===== config.mk =====
export PLATFORM = sky130hd
export DESIGN_NAME = uart_io_ctrl
export DESIGN_NICKNAME = d
export VERILOG_FILES = /design/src/rtl/uart_io_ctrl.sv
export SDC_FILE = /design/constraint.sdc
export NUM_CORES = 1
export LEC_CHECK = 0
export CORE_MARGIN = 5
export CORE_UTILIZATION = 50
export DETAILED_ROUTE_END_ITERATION = 12
export HOLD_SLACK_MARGIN = 0.08
export PLACE_DENSITY = 0.9
export SLEW_MARGIN = 20
export SYNTH_ARGS = -nofsm -noshare
export SYNTH_HDL_FRONTEND = slang
export SYNTH_SLANG_ARGS = --single-unit
export TNS_END_PERCENT = 1

===== constraint.sdc =====
create_clock -name Clock -period 6.5 [get_ports Clock]
set_input_delay 0.65 -clock Clock [delete_from_list [all_inputs] [get_ports Clock]]
set_output_delay 0.65 -clock Clock [all_outputs]
set_load 0.1 [all_outputs]

===== src/rtl/uart_io_ctrl.sv =====
//-----------------------------------------------------------------------------
// uart_io_ctrl
//
// Memory-mapped UART controller sitting between the CPU IO load/store path
// and a UART core. Transmit and receive bytes are buffered in two small
// FIFOs so the CPU never has to hit a UART handshake cycle exactly. Load
// results are registered, and error flags are sticky until a status read.
//
// Address map (relative to BASE):
//   0x0 status  (R)  {28'b0, tx_drop, rx_ovf, rx_nonempty, tx_notfull}
//                    reading clears tx_drop and rx_ovf
//   0x4 rx data (R)  {24'b0, rx_head}, pops one byte when non-empty
//   0x8 tx data (W)  pushes WriteData[7:0]
//   0xC count   (R)  {16'b0, rx_count[7:0], tx_count[7:0]} (saturated)
//   other            loads 0, stores ignored
//
// Ports:
//   Clock             system clock, rising edge
//   Reset             asynchronous active-low reset
//   Addr              CPU IO address
//   WriteData         CPU store data (only [7:0] used)
//   IOWrite / IORead  one-cycle store / load strobes, level-sampled
//   ReadData          registered load result, held until the next load
//   UartDataIn        byte to the UART transmitter (TX FIFO head)
//   UartDataInValid   TX FIFO non-empty
//   UartDataInReady   UART transmitter ready
//   UartDataOut       byte from the UART receiver
//   UartDataOutValid  received byte valid
//   UartDataOutReady  always 1; overflow is handled by dropping + rx_ovf
//-----------------------------------------------------------------------------
module uart_io_ctrl #(
  parameter int unsigned TX_DEPTH = 4,
  parameter int unsigned RX_DEPTH = 4,
  parameter logic [31:0] BASE     = 32'h8000_0000
) (
  input  logic        Clock,
  input  logic        Reset,
  input  logic [31:0] Addr,
  input  logic [31:0] WriteData,
  input  logic        IOWrite,
  input  logic        IORead,
  output logic [31:0] ReadData,
  output logic [7:0]  UartDataIn,
  output logic        UartDataInValid,
  input  logic        UartDataInReady,
  input  logic [7:0]  UartDataOut,
  input  logic        UartDataOutValid,
  output logic        UartDataOutReady
);

  //---------------------------------------------------------------------------
  // Derived sizes
  //---------------------------------------------------------------------------
  localparam int unsigned TX_AW = $clog2(TX_DEPTH);
  localparam int unsigned TX_CW = TX_AW + 1;
  localparam int unsigned RX_AW = $clog2(RX_DEPTH);
  localparam int unsigned RX_CW = RX_AW + 1;

  localparam logic [TX_CW-1:0] TX_FULL = TX_CW'(TX_DEPTH);
  localparam logic [RX_CW-1:0] RX_FULL = RX_CW'(RX_DEPTH);

  //---------------------------------------------------------------------------
  // State
  //---------------------------------------------------------------------------
  logic [7:0]       tx_mem_q [TX_DEPTH];
  logic [TX_AW-1:0] tx_wr_ptr_q, tx_wr_ptr_d;
  logic [TX_AW-1:0] tx_rd_ptr_q, tx_rd_ptr_d;
  logic [TX_CW-1:0] tx_count_q,  tx_count_d;

  logic [7:0]       rx_mem_q [RX_DEPTH];
  logic [RX_AW-1:0] rx_wr_ptr_q, rx_wr_ptr_d;
  logic [RX_AW-1:0] rx_rd_ptr_q, rx_rd_ptr_d;
  logic [RX_CW-1:0] rx_count_q,  rx_count_d;

  logic             tx_drop_q, tx_drop_d;
  logic             rx_ovf_q,  rx_ovf_d;
  logic [31:0]      read_data_q, read_data_d;

  //---------------------------------------------------------------------------
  // Address decode
  //---------------------------------------------------------------------------
  logic sel_status, sel_rx, sel_tx, sel_count;

  always_comb begin
    sel_status = (Addr == BASE);
    sel_rx     = (Addr == BASE + 32'h4);
    sel_tx     = (Addr == BASE + 32'h8);
    sel_count  = (Addr == BASE + 32'hC);
  end

  // Upper store bits carry no meaning for this block.
  logic wdata_unused;
  assign wdata_unused = ^WriteData[31:8];

  //---------------------------------------------------------------------------
  // FIFO status
  //---------------------------------------------------------------------------
  logic tx_full, tx_notfull, tx_nonempty;
  logic rx_full, rx_nonempty;

  always_comb begin
    tx_full     = (tx_count_q == TX_FULL);
    tx_notfull  = !tx_full;
    tx_nonempty = (tx_count_q != '0);
    rx_full     = (rx_count_q == RX_FULL);
    rx_nonempty = (rx_count_q != '0);
  end

  //---------------------------------------------------------------------------
  // Push / pop qualification
  //
  // When full, a pop on the same edge frees the slot the push needs, so the
  // push is accepted rather than dropped. Pointers wrap naturally because
  // the depths are powers of two.
  //---------------------------------------------------------------------------
  logic tx_push_req, tx_push, tx_pop, tx_drop_evt;
  logic rx_push_req, rx_push, rx_pop, rx_ovf_evt;
  logic status_rd;

  always_comb begin
    tx_pop      = tx_nonempty && UartDataInReady;
    tx_push_req = IOWrite && sel_tx;
    tx_push     = tx_push_req && (!tx_full || tx_pop);
    tx_drop_evt = tx_push_req && !tx_push;

    rx_pop      = IORead && sel_rx && rx_nonempty;
    rx_push_req = UartDataOutValid && UartDataOutReady;
    rx_push     = rx_push_req && (!rx_full || rx_pop);
    rx_ovf_evt  = rx_push_req && !rx_push;

    status_rd   = IORead && sel_status;
  end

  //---------------------------------------------------------------------------
  // Next-state: TX FIFO pointers and count
  //---------------------------------------------------------------------------
  always_comb begin
    // NOTE: every signal assigned here gets a default first, otherwise a
    // path that skips the assignment infers a latch.
    tx_wr_ptr_d = tx_wr_ptr_q;
    tx_rd_ptr_d = tx_rd_ptr_q;
    tx_count_d  = tx_count_q;

    if (tx_push) tx_wr_ptr_d = tx_wr_ptr_q + TX_AW'(1);
    if (tx_pop)  tx_rd_ptr_d = tx_rd_ptr_q + TX_AW'(1);

    case ({tx_push, tx_pop})
      2'b10:   tx_count_d = tx_count_q + TX_CW'(1);
      2'b01:   tx_count_d = tx_count_q - TX_CW'(1);
      default: tx_count_d = tx_count_q;
    endcase
  end

  //---------------------------------------------------------------------------
  // Next-state: RX FIFO pointers and count
  //---------------------------------------------------------------------------
  always_comb begin
    rx_wr_ptr_d = rx_wr_ptr_q;
    rx_rd_ptr_d = rx_rd_ptr_q;
    rx_count_d  = rx_count_q;

    if (rx_push) rx_wr_ptr_d = rx_wr_ptr_q + RX_AW'(1);
    if (rx_pop)  rx_rd_ptr_d = rx_rd_ptr_q + RX_AW'(1);

    case ({rx_push, rx_pop})
      2'b10:   rx_count_d = rx_count_q + RX_CW'(1);
      2'b01:   rx_count_d = rx_count_q - RX_CW'(1);
      default: rx_count_d = rx_count_q;
    endcase
  end

  //---------------------------------------------------------------------------
  // Sticky error flags
  //
  // A status read clears both flags, but an error event on that same edge
  // takes priority so the event is never lost.
  //---------------------------------------------------------------------------
  always_comb begin
    tx_drop_d = (tx_drop_q && !status_rd) || tx_drop_evt;
    rx_ovf_d  = (rx_ovf_q  && !status_rd) || rx_ovf_evt;
  end

  //---------------------------------------------------------------------------
  // Count fields, saturated to 8 bits for reporting
  //---------------------------------------------------------------------------
  logic [31:0] tx_count_ext, rx_count_ext;
  logic [7:0]  tx_count8, rx_count8;

  always_comb begin
    tx_count_ext = 32'(tx_count_q);
    rx_count_ext = 32'(rx_count_q);
    tx_count8    = (tx_count_ext > 32'd255) ? 8'hFF : tx_count_ext[7:0];
    rx_count8    = (rx_count_ext > 32'd255) ? 8'hFF : rx_count_ext[7:0];
  end

  //---------------------------------------------------------------------------
  // Load data mux
  //
  // All fields come from current register values, i.e. the state before
  // this edge's updates. ReadData only changes on a load.
  //---------------------------------------------------------------------------
  logic [7:0] rx_head;
  assign rx_head = rx_mem_q[rx_rd_ptr_q];

  always_comb begin
    read_data_d = read_data_q;
    if (IORead) begin
      if (sel_status) begin
        read_data_d = {28'b0, tx_drop_q, rx_ovf_q, rx_nonempty, tx_notfull};
      end else if (sel_rx) begin
        read_data_d = rx_nonempty ? {24'b0, rx_head} : 32'b0;
      end else if (sel_count) begin
        read_data_d = {16'b0, rx_count8, tx_count8};
      end else begin
        read_data_d = 32'b0;
      end
    end
  end

  //---------------------------------------------------------------------------
  // Control registers
  //---------------------------------------------------------------------------
  always_ff @(posedge Clock or negedge Reset) begin
    if (!Reset) begin
      tx_wr_ptr_q <= '0;
      tx_rd_ptr_q <= '0;
      tx_count_q  <= '0;
      rx_wr_ptr_q <= '0;
      rx_rd_ptr_q <= '0;
      rx_count_q  <= '0;
      tx_drop_q   <= 1'b0;
      rx_ovf_q    <= 1'b0;
      read_data_q <= '0;
    end else begin
      // NOTE: non-blocking assignments so every flop samples the pre-edge
      // value of the others, matching real register behaviour.
      tx_wr_ptr_q <= tx_wr_ptr_d;
      tx_rd_ptr_q <= tx_rd_ptr_d;
      tx_count_q  <= tx_count_d;
      rx_wr_ptr_q <= rx_wr_ptr_d;
      rx_rd_ptr_q <= rx_rd_ptr_d;
      rx_count_q  <= rx_count_d;
      tx_drop_q   <= tx_drop_d;
      rx_ovf_q    <= rx_ovf_d;
      read_data_q <= read_data_d;
    end
  end

  //---------------------------------------------------------------------------
  // FIFO storage
  //---------------------------------------------------------------------------
  // NOTE: storage arrays have no reset; entries are only visible behind a
  // non-zero count, so clearing pointers and counts is enough to flush.
  always_ff @(posedge Clock) begin
    if (tx_push) tx_mem_q[tx_wr_ptr_q] <= WriteData[7:0];
  end

  always_ff @(posedge Clock) begin
    if (rx_push) rx_mem_q[rx_wr_ptr_q] <= UartDataOut;
  end

  //---------------------------------------------------------------------------
  // Outputs
  //
  // UartDataInValid is decoded straight from the count register, so an
  // asserted Reset drops it immediately without waiting for a clock.
  //---------------------------------------------------------------------------
  assign ReadData         = read_data_q;
  assign UartDataIn       = tx_mem_q[tx_rd_ptr_q];
  assign UartDataInValid  = tx_nonempty;
  assign UartDataOutReady = 1'b1;

endmodule


* Word-level counts from Yosys, hierarchy flattened
Memory sizes are Yosys's and may differ from the RTL's.
Cells that the tools add are included.
** Cells by class
- $add $sub $neg :: 8
- Eq/ne operators :: 10
- Mux-type cells :: 10
- Reductions and logical operators :: 24
** Operators with widths (count)
- == test 32 bit (second input constant) :: 4
- 2-to-1 mux 11 bit :: 3
- case mux 3 bit (2 select lines) :: 2
- logical AND 1 bit :: 11
- adder 2 x 1 -> 2 bit (second input constant) :: 4
- 2-to-1 mux 8 bit :: 1
- adder 3 x 1 -> 3 bit (second input constant) :: 2
- == test 3 bit (second input constant) :: 2
- nonzero test 3 bit :: 2
- subtractor 3 x 1 -> 3 bit (second input constant) :: 2
- zero test 1 bit :: 5
- == test 2 x 1 -> 1 bit (second input constant) :: 2
- == test 2 bit (second input constant) :: 2
- logical OR 1 bit :: 4
- 2-to-1 mux 1 bit :: 4
- nonzero test 2 bit :: 2
** Word-level totals
- Bits in registers :: 48
- Memory bits (writable) :: 64
- Bits of input ports :: 78
- Output and inout bits :: 42
- Logic and storage cells :: 63
- Memories kept :: 2
** Memory list
- rx_mem_q :: depth 4, bits a word 8, read ports 1, clocked after Yosys merged registers in 0, wr ports 1, line 70 : logic [7:0] rx_mem_q [RX_DEPTH];
- tx_mem_q :: depth 4, bits a word 8, read ports 1, clocked after Yosys merged registers in 0, wr ports 1, line 65 : logic [7:0] tx_mem_q [TX_DEPTH];

* Logic depth before layout (Yosys ltp)
Gate-level depths: netlist of the first run.
- Word-level depth :: 8
- Depth in mapped cells :: 11
- Gate-level depth less buffers :: 11

* Least setup slack after synthesis of the first run
Ideal clock, no wire load.
- Path type :: input to register
- Start :: in Addr[17]
- End :: reg tx_count_q[1]
- Setup time :: 0.083 ns
- Arrival :: 2.582 ns
- Data required time :: 6.417 ns
- Slack :: 3.836 ns
- Stages :: 9
- Buffers on the path :: 0
- Path through :: nor4_4 > nand4_2 > or2_4 > nor3b_4 > inv_1 > ha_1 > inv_1 > fa_1 > o21ai_0
** Between the ends
- Word-level cells in the longest chain between the ends :: 5
- Elaborated cells on any way between the ends :: 7
- Those cells by class :: eq/ne (3); mux (1); reduce/logical (3)
** RTL lines
- from (decl) :: line 38 : input logic [31:0] Addr,
- == test 32 bit * :: line 87 : sel_tx = (Addr == BASE + 32'h8);
- logical AND 1 bit * :: line 122 : tx_push_req = IOWrite && sel_tx;
- logical AND 1 bit * :: line 123 : tx_push = tx_push_req && (!tx_full || tx_pop);
- == test 2 x 1 -> 1 bit or == test 2 bit (tied branches) :: line 147 : case ({tx_push, tx_pop})
- case mux 3 bit (2 select lines) or nonzero test 2 bit (tied branches)
- to (signal assigned) :: line 239 : tx_count_q <= tx_count_d;
- to (decl) :: line 68 : logic [TX_CW-1:0] tx_count_q, tx_count_d;
Every way passes the cells marked *; elsewhere a longest branch is shown, timed or not.
A chain may end at the register's enable or synchronous reset.

* Final worst setup path of the first run
- Start :: reg tx_rd_ptr_q[0]
- End :: out UartDataIn[1]
** Between the ends
- Word-level cells in the longest chain between the ends :: 1
** RTL lines
- from (decl) :: line 67 : logic [TX_AW-1:0] tx_rd_ptr_q, tx_rd_ptr_d;
- from (signal assigned) :: line 238 : tx_rd_ptr_q <= tx_rd_ptr_d;
- memory (4 x 8 bit)
- to (decl) :: line 43 : output logic [7:0] UartDataIn,
No other way between the ends.

==> qor.yml, run 1 <==
cts:
  htreeDepth: 3
  numCtsBuffers: 9
  cts_buffer_depth: 2
  worst_skew_pair.late_latency_ns: 0.35
  cts_setup_buffers: 0
  cts_num_sinks: 91
  cts_tree: "done"
  cts_resized: 0
  clk_pin_slew_worst_paths_ns: 0.09
  root_buffer: "clkbuf_8"
  ctsHoldBuffers: 0
timing:
  tightest_slew_ns: 1.01
  post-route-min-period_ns: 3.26
  fin_crit_sh_pct: 50.1
  drv_slew: 0
  clock_skew_ns: 0.00818
  hold_slack_ns: 0.503
  timing.fmax_mhz: 307
  fin_tns_setup_ns: 0
  slew_headroom_pct: 32.4
  finalSetupViolCount: 0
  hold_viol: 0
  rsz0062_at_grt: "no"
min_path:
  hold_class: "reg -> reg"
logic_synthesis:
  synthesis.area_um2: 4350
  synthCells: 284
  synth_edf_count: 64
  synth-async-reset-ratio_pct: 29.7
  ys_ff_latch: 91
  ys_top_cells_by_area: "edfxtp_1 (44%), dfrtp_1 (16%), mux4_2 (8.3%)"
  ys.flop_type: "edfxtp_1"
  yosysUniqueCellTypes: 55
  ys_seq_area_share_pct: 59.7
  synthTopCellsByCount: "edfxtp_1 (64), dfrtp_1 (27), buf_4 (22), inv_1 (16), mux4_2 (16)"
  synth_area_per_cell_um2: 15.3
  netlist.area_leader.share_pct: 44.2
  synth_most_common_cell: "edfxtp_1"
  yosys_warnings: 0
  synth_top_cell_by_area: "edfxtp_1"
job:
  maxCapViolations: 0
floorplan:
  core_um2: 8590
  die-height_um: 103
  io_pins: 120
  rows: 34
  die_area_um2: 10700
  dieWidth_um: 103
  start_util_pct: 50.6
cells_and_area:
  diodes: 0
  fin_area_um2: 5250
  area_delta_synth_final_pct: 20.6
  drive_above_1_share_pct: 14.2
  num-nets-final: 444
power:
  combPwrFrac_pct: 20.1
  total_power_mw: 1.32
  cellLeakagePower_nw: 1.86
  p_int_mw: 0.916
  p_seq_share_pct: 54.7
  switching_share_pct: 30.3
  vdd_drop_max_uv: 209
  clkPwrFrac_pct: 25.3
  power.density_nw_per_um2: 251
  switchingPower_mw: 0.399
drt:
  wl_mm: 8.34
  drt_iter0_markers: 159
  vias: 2502
  postRouteAntennaNets: 0
  routedWlPerCell_um: 17.8
  viasPerCell: 5.35
  drt-pass1-iter-count: 6
  drc_errors: 0
placement:
  dpl_cell_area_um2: 5080
  finalWeightedCongestion: 0.874
  dp_hpwl_mm: 6.24
  portBuffers: 73
setup_path:
  worstPathArrival_ns: 2.61
  crit_fanout: 10
  start_kind: "flip-flop"
  path_class: "reg -> out"
  worst_setup_path_end_kind: "output pin"
  cp.required_ns: 5.85
global_routing:
  grt_pass1_wl_mm: 13.0
  grt_pass1_vias: 2623
  grt.overflow.total: 0
  grt_usage_pct: 16.5
  grt_max_degree: 28
  grt_antenna_before_repair: 0
outcome:
  status: "finished clean"
## layout by cell type (no fill, tap or decap), types with 3 or more instances in the layout
| master | netlist | final |
|---|---|---|
| clkdlybuf4s50_1 | 0 | 73 |
| edfxtp_1 | 64 | 64 |
| dfrtp_1 | 27 | 27 |
| conb_1 | 2 | 22 |
| inv_1 | 16 | 16 |
| mux4_2 | 16 | 16 |
| nand2_1 | 13 | 13 |
| and2_1 | 10 | 10 |
| xnor2_1 | 9 | 9 |
| ha_1 | 9 | 9 |
| clkbuf_8 | 0 | 9 |
| o2bb2ai_1 | 8 | 8 |
| nor4_4 | 7 | 7 |
| nor2_1 | 7 | 7 |
| nor3_1 | 6 | 6 |
| or3_1 | 4 | 4 |
| nand4_1 | 4 | 4 |
| o2bb2ai_2 | 4 | 4 |
| o31ai_1 | 3 | 3 |
| xor2_1 | 3 | 3 |
## layer usage
metal	GRT usage, %	up-vias	routed length [um]
li1	-	1160	-
met1	18.6	1234	3240
met2	29.1	92	4450
met3	5.37	16	474
met4	6.08	0	175
met5	0	-	0
## final cells by class
class	count	area [um^2]
clock inverter	6	42.5
fill	671	3350
sequential	91	2600
multi-input combinational	163	1550
tap	108	135
inverter	16	60.1
clock buffer	10	128
timing repair buffer	74	738
## registers in the layout (all words and copies together), names as in the netlist
signal	cells
tx_drop_q	1
tx_mem_q	32
rx_rd_ptr_q	2
tx_wr_ptr_q	2
rx_mem_q	32
rx_count_q	3
tx_rd_ptr_q	2
rx_wr_ptr_q	2
rx_ovf_q	1
tx_count_q	3
ReadData	11
## power groups by stage
stage / Sequential [mW] / Combinational (mW) / Clock, mW
6_report: 0.719 / 0.264 / 0.332
5_1_grt: 0.725 / 0.286 / 0.367
4_1_cts: 0.718 / 0.264 / 0.345
3_5_place_dp: 0.732 / 0.263 / 0
3_3_place_gp: 0.724 / 0.253 / 0
2_1_floorplan: 0.713 / 0.203 / 0
## worst max-delay path: stages (launching register included)
cell and delay (ns):
dfrtp_1 0.70, mux4_2 0.57, clkdlybuf4s50_1 0.98
## cells by family after synthesis
logic type | share of synthesized area, %
DFF | 59.7
and+or+nand+nor | 12.5
buffers and inverters | 6.47
AOI/OAI and AO/OA | 5.81
muxes | 9.03
xor gates and xnor gates | 2.79
adders and majority gates | 3.51
other | 0.173
## metrics by stage
stage               worst slack (ns)  cells  util [%]
floorplan                       3.84    304         -
global placement                3.19    452      59.1
detailed placement              3.10    452      59.1
CTS                             3.17    468      61.1
global route                    3.07    468      61.1
finish                          3.24    468      61.1
## path summary, 6_finish.rpt
path	from	endpoint	slack [ns]	depth (start not counted)
max in group asynchronous	Reset	tx_rd_ptr_q[1]	5.55	2
min reg2reg	ReadData[3]	ReadData[3]	0.50	1
max reg2reg	rx_count_q[2]	rx_count_q[1]	4.06	8
min	ReadData[3]	ReadData[3]	0.50	1
max	tx_rd_ptr_q[0]	UartDataIn[1]	3.24	2
min in group asynchronous	Reset	ReadData[4]	0.67	2
Power figures use the tool's default switching activity.
==> run 2, diff against run 1 <==
CORE_UTILIZATION = 48   (was 50)
PLACE_DENSITY = 0.87   (was 0.9)
clock period = 3.1 ns   (was 6.5 ns; I/O delays follow)
==> run 2 against run 1 <==
Cell count up 1.7%. Setup slack lost 2.7 ns. Total power is 120% higher. Sequential share of layout area shrank 0.49 points. First-iteration DRC count fell by 12%. Via count increased by 0.32%. Critical path type is now in -> reg. Wire length down 3.5%. Critical endpoint is now tx_count_q[1]. Hold slack got worse by 0.17 ns. Sequential cell count unchanged.
==> qor.yml, run 2 (synthesized netlist as in run 1, its figures left out) <==
setup_path:
  cpMostUsedCell: "inv_1"
  worst-path-stages: 10  # +8
  path_class: "in -> reg"
  critPathBufInv: 3  # +2
  cp_top_family: "simple AND/OR/NAND/NOR gates"
  cp.required_ns: 3.38  # -2.47 ns
  crit_fanout: 6  # -4
  worstReg2RegStart: "rx_count_q[2]"
  rr_worst_depth: 8  # unchanged
  worst_setup_path_end_kind: "flip-flop"
  cp_slowest_cell: "clkdlybuf4s50_1"
  cpPeakStageDelay_ns: 0.44  # -0.54 ns
  timing.rr.end: "rx_count_q[1]"
  cp_cell_sequence: "clkdlybuf4s50_1 -> nor4_4 -> nand4_2 -> or2_4 -> nor3b_4 -> inv_1 -> ha_1 -> inv_1 -> fa_1 -> o21ai_0"
  critPathLaunch: "Addr[17]"
  start_kind: "primary input"
  critical_path.endpoint: "tx_count_q[1]"
  r2r_slack_ns: 0.72  # -3.34 ns
  worstPathArrival_ns: 2.80  # +0.19 ns
drt:
  drt-pass1-iter-count: 4  # -2
  vias: 2510  # +0.32%
  routedWlPerCell_um: 16.9  # -5.1%
  wl_mm: 8.05  # -3.5%
  postRouteAntennaNets: 0  # unchanged
  viasPerCell: 5.27  # -1.4%
  drc_errors: 0  # unchanged
  drt_iter0_markers: 140  # -12%
power:
  cellLeakagePower_nw: 1.92  # +3.2%
  combPwrFrac_pct: 19.4  # -0.7 points
  p_seq_share_pct: 53.3  # -1.4 points
  total_power_mw: 2.83  # +120%
  vdd_drop_max_uv: 394  # +88%
  switching_share_pct: 29.1  # -1.3 points
  power.density_nw_per_um2: 534  # +110%
  p_int_mw: 2.01  # +120%
  clkPwrFrac_pct: 27.4  # +2.1 points
  switchingPower_mw: 0.823  # +110%
cts:
  clk_pin_slew_worst_paths_ns: 0.09  # about the same
  numCtsBuffers: 9  # unchanged
  root_buffer: "clkbuf_8"
  cts_setup_buffers: 0  # unchanged
  ctsHoldBuffers: 0  # unchanged
  worst_skew_pair.late_latency_ns: 0.35  # about the same
  cts_buffer_depth: 2  # unchanged
  cts_resized: 0  # unchanged
  htreeDepth: 3  # unchanged
  cts_num_sinks: 91  # unchanged
  cts_tree: "done"
timing:
  drv_slew: 0  # unchanged
  fin_crit_sh_pct: 81.3
  post-route-min-period_ns: 2.52
  rsz0062_at_grt: "no"
  finalSetupViolCount: 0  # unchanged
  clock_skew_ns: 0.00757  # -0.000613 ns
  fin_tns_setup_ns: 0  # unchanged
  hold_viol: 0  # unchanged
  timing.fmax_mhz: 397
  slew_headroom_pct: 33.3  # +0.93 points
  tightest_slew_ns: 0.997  # -0.0139 ns
floorplan:
  die-height_um: 105  # +1.9%
  die_area_um2: 11100  # +3.8%
  rows: 34  # unchanged
  io_pins: 120  # unchanged
  start_util_pct: 49.6  # -0.98 points
  core_um2: 8760  # +2.0%
  dieWidth_um: 105  # +1.9%
cells_and_area:
  stdcell_count: 476  # +1.7%
  diodes: 0  # unchanged
  final_util_pct: 60.5  # -0.59 points
  final_common_cell: "edfxtp_1"
  area_delta_synth_final_pct: 21.8
  num-nets-final: 452  # +1.8%
  layout_common_cells: "edfxtp_1 (64), clkdlybuf4s50_1 (61), dfrtp_1 (27)"
  drive_above_1_share_pct: 19.0  # +4.9 points
  fin_area_um2: 5300  # +1.0%
global_routing:
  grt_antenna_before_repair: 0  # unchanged
  grt.overflow.total: 0  # unchanged
  grt_usage_pct: 14.9  # -1.5 points
  grt_pass1_vias: 2578  # -1.7%
  grt_max_degree: 28  # unchanged
  grt_pass1_wl_mm: 13.1  # +0.85%
min_path:
  hold_class: "in -> async"
outcome:
  status: "finished clean"
placement:
  dp_hpwl_mm: 6.18  # -1.0%
  finalWeightedCongestion: 0.837  # -4.3%
  dpl.cell_count: 460  # +1.8%
  dpl_cell_area_um2: 5110  # +0.59%
  portBuffers: 73  # unchanged
job:
  maxCapViolations: 0  # unchanged
==> run 2: per-stage QoR <==
step	hold WS, ns	setup WS (ns)
2_1_floorplan	0.0144	0.654
3_3_place_gp	0.482	0.248
3_5_place_dp	0.486	0.210
4_1_cts	0.331	0.574
5_1_grt	0.341	0.409
6_report	0.329	0.579
==> run 2: worst min path at each step <==
stage / startpoint / to / slack (ns) / depth (start not counted)
5_1_grt: Reset / ReadData[5] / 0.34 / 2
4_1_cts: Reset / rx_wr_ptr_q[0] / 0.33 / 2
2_1_floorplan: Reset / ReadData[0] / 0.01 / 0
3_5_place_dp: ReadData[5] / ReadData[5] / 0.49 / 1
3_3_place_gp: ReadData[5] / ReadData[5] / 0.48 / 1
6_report: Reset / tx_count_q[2] / 0.33 / 2
==> run 2: routing by layer <==
metal	global-route usage, %	part of all wire (%)
met4	5.02	1.9
met1	18.8	41
met5	0	0
met2	24.7	51
met3	4.44	6.1
==> run 2: power groups by stage <==
| stage | registers, mW | clock network (mW) | logic (mW) |
|---|---|---|---|
| after floorplan | 1.50 | 0 | 0.425 |
| after global placement | 1.52 | 0 | 0.534 |
| after detailed placement | 1.53 | 0 | 0.552 |
| after CTS | 1.50 | 0.801 | 0.553 |
| after global routing | 1.52 | 0.857 | 0.605 |
| final | 1.51 | 0.774 | 0.548 |
==> run 2: cell type report <==
class,count,area [um^2]
Clock buffer,10,128
Tap cell,108,135
Fill cell,667,3460
Sequential cell,91,2600
Timing Repair Buffer,82,768
Clock inverter,6,65.1
Inverter,16,60.1
Multi-Input combinational cell,163,1550
==> run 2: worst reg2reg max path: stages, from the launching register on <==
cell and delay (ns):
dfrtp_1 0.49, nor3_1 0.45, nor2_1 0.20, nand4_1 0.19, fa_1 0.47, nand2_1 0.10
o32ai_1 0.07, and2_1 0.17, a211oi_1 0.16
==> run 3, diff against run 2 <==
CORE_UTILIZATION = 44   (was 48)
PLACE_DENSITY = 0.84   (was 0.87)
clock period = 2.23 ns   (was 3.1 ns; I/O delays follow)
==> run 3 against run 2 <==
Hold slack got worse by 0.096 ns. Highest routed layer unchanged. Sequential share of layout area decreased by 3.5 points. Setup slack got worse by 0.55 ns.
==> qor.yml, run 3 (synthesized netlist as in run 1, its figures left out) <==
outcome:
  status: "finished clean"
cts:
  ctsHoldBuffers: 0  # unchanged
  cts_buffer_depth: 2  # unchanged
  worst_skew_pair.late_latency_ns: 0.36  # about the same
  cts_tree: "done"
  clk_pin_slew_worst_paths_ns: 0.09  # about the same
  cts_num_sinks: 91  # unchanged
  root_buffer: "clkbuf_8"
  numCtsBuffers: 9  # unchanged
  htreeDepth: 3  # unchanged
cells_and_area:
  final_common_cell: "edfxtp_1"
  diodes: 0  # unchanged
  layout_common_cells: "edfxtp_1 (64), buf_4 (46), clkdlybuf4s50_1 (39)"
  drive_above_1_share_pct: 29.8  # +11 points
  nFillCells: 756  # +13%
  num-nets-final: 483  # +6.9%
  area_delta_synth_final_pct: 31.3
  final_util_pct: 58.7  # -1.8 points
setup_path:
  worst_setup_path_end_kind: "flip-flop"
  cp.required_ns: 2.50  # -0.88 ns
  start_kind: "primary input"
  worstPathArrival_ns: 2.47  # -0.33 ns
  path_class: "in -> reg"
  crit_fanout: 4  # -2
power:
  power.density_nw_per_um2: 710  # +33%
  vdd_drop_max_uv: 514  # +30%
  cellLeakagePower_nw: 2.17  # +13%
  total_power_mw: 4.05  # +43%
drt:
  wl_mm: 8.58  # +6.5%
  dr_wl_met2_mm: 4.42  # +6.9%
  wl_met1_mm: 3.39  # +3.6%
  dr_wl_met3_um: 592  # +20%
  vias: 2628  # +4.7%
  postRouteAntennaNets: 0  # unchanged
  drt-pass1-iter-count: 4  # unchanged
  viasPerCell: 4.94  # -6.3%
  drc_errors: 0  # unchanged
  drt_iter0_markers: 199  # +42%
  top_layer: "met4"
  routedWlPerCell_um: 16.1  # -4.7%
timing:
  fin_crit_sh_pct: 98.6
  post-route-min-period_ns: 2.20
  hold_slack_ns: 0.233  # -0.0956 ns
  clock_skew_ns: 0.0108  # +0.00323 ns
  drv_slew: 0  # unchanged
  hold_viol: 0  # unchanged
  finalSetupViolCount: 0  # unchanged
  rsz0062_at_grt: "yes"
  timing.fmax_mhz: 455
  worst_slack_ns: 0.0302  # -0.549 ns
floorplan:
  io_pins: 120  # unchanged
  rows: 36  # +5.9%
  start_util_pct: 44.7  # -4.9 points
  dieWidth_um: 109  # +4.0%
  core_um2: 9730  # +11%
  die-height_um: 109  # +4.0%
  die_area_um2: 12000  # +8.2%
global_routing:
  grt_pass1_vias: 2814  # +9.2%
  grt_antenna_before_repair: 0  # unchanged
  grt_pass1_wl_mm: 13.9  # +5.8%
  grt_usage_pct: 15.4  # +0.46 points
  grt.overflow.total: 0  # unchanged
  grt_max_degree: 28  # unchanged
placement:
  pre_cts_slack_ns: -0.505  # -0.715 ns
  portBuffers: 73  # unchanged
  finalWeightedCongestion: 0.920  # +9.9%
  dp_hpwl_mm: 6.68  # +8.1%
min_path:
  hold_class: "in -> async"
job:
  maxCapViolations: 0  # unchanged
-- run 3: cell types whose count changed in the layout (fill, tap and decap cells not counted), moves of 2 or more --
cell             change
dlygate4sd2_1       +14
inv_6                +2
buf_12              +14
clkdlybuf4s50_1     -22
buf_4               +25
-- run 3: final cells by class --
| class | instances | area [um^2] | share of cell area (%) |
|---|---|---|---|
| flip-flops and latches | 91 | 2600 | 45.5 |
| multi-input cells | 163 | 1570 | 27.4 |
| repair buffers | 113 | 1140 | 19.9 |
| well taps | 133 | 166 | 2.91 |
| clock buffers | 9 | 124 | 2.17 |
| inverters | 16 | 60.1 | 1.05 |
| clock inverters | 7 | 57.6 | 1.01 |
-- run 3: final timing paths --
kind                            cells past startpoint              to  slack, ns           start
worst max-delay path                               10   rx_count_q[1]       0.03        Addr[30]
worst min-delay path                                2  rx_wr_ptr_q[0]       0.23           Reset
worst max register to register                      9   tx_count_q[2]       0.03   tx_count_q[1]
worst min register to register                      1     ReadData[7]       0.50     ReadData[7]
max in group asynchronous                           2  tx_rd_ptr_q[0]       1.71           Reset
min in group Clock                                  1  rx_mem_q[2][5]       0.49  UartDataOut[5]
-- run 3: power by group --
group          internal [mW]  switching (mW)  total, mW
clock network          0.422           0.606       1.03
logic                  0.398           0.576      0.974
registers               1.99          0.0609       2.05
total                   2.81            1.24       4.05
-- run 3: through the flow --
stage	instance area [um^2]	TNS, ns	instances
after detailed placement	5520	-17.00	515
after global routing	5710	-0.228	532
after CTS	5710	-0.000357	532
after floorplan	4430	0	304
final	5710	0	532
after global placement	5520	-13.51	515
-- run 3: timing repair --
item | in CTS | in global routing
hold endpoints to repair | 0 | 0
resized for setup | 21 | 1
endpoints found under the setup margin | 4 | 12
setup buffers | 1 | 0
pin swaps | 13 | 4
-- run 3: metal layers --
layer	up-vias	global-route usage, %
met5	-	0
met1	1259	18.2
met3	24	4.29
li1	1238	-
met2	107	26.9
met4	0	5.43
-- run 3: critical path: stages --
cell and delay (ns):
clkdlybuf4s50_1 0.44, nor4_4 0.27, nand4_4 0.16, nor2_2 0.17
nand4_1 0.18, fa_1 0.51, nand2_1 0.10, o32ai_1 0.08
and2_1 0.17, a211oi_2 0.16
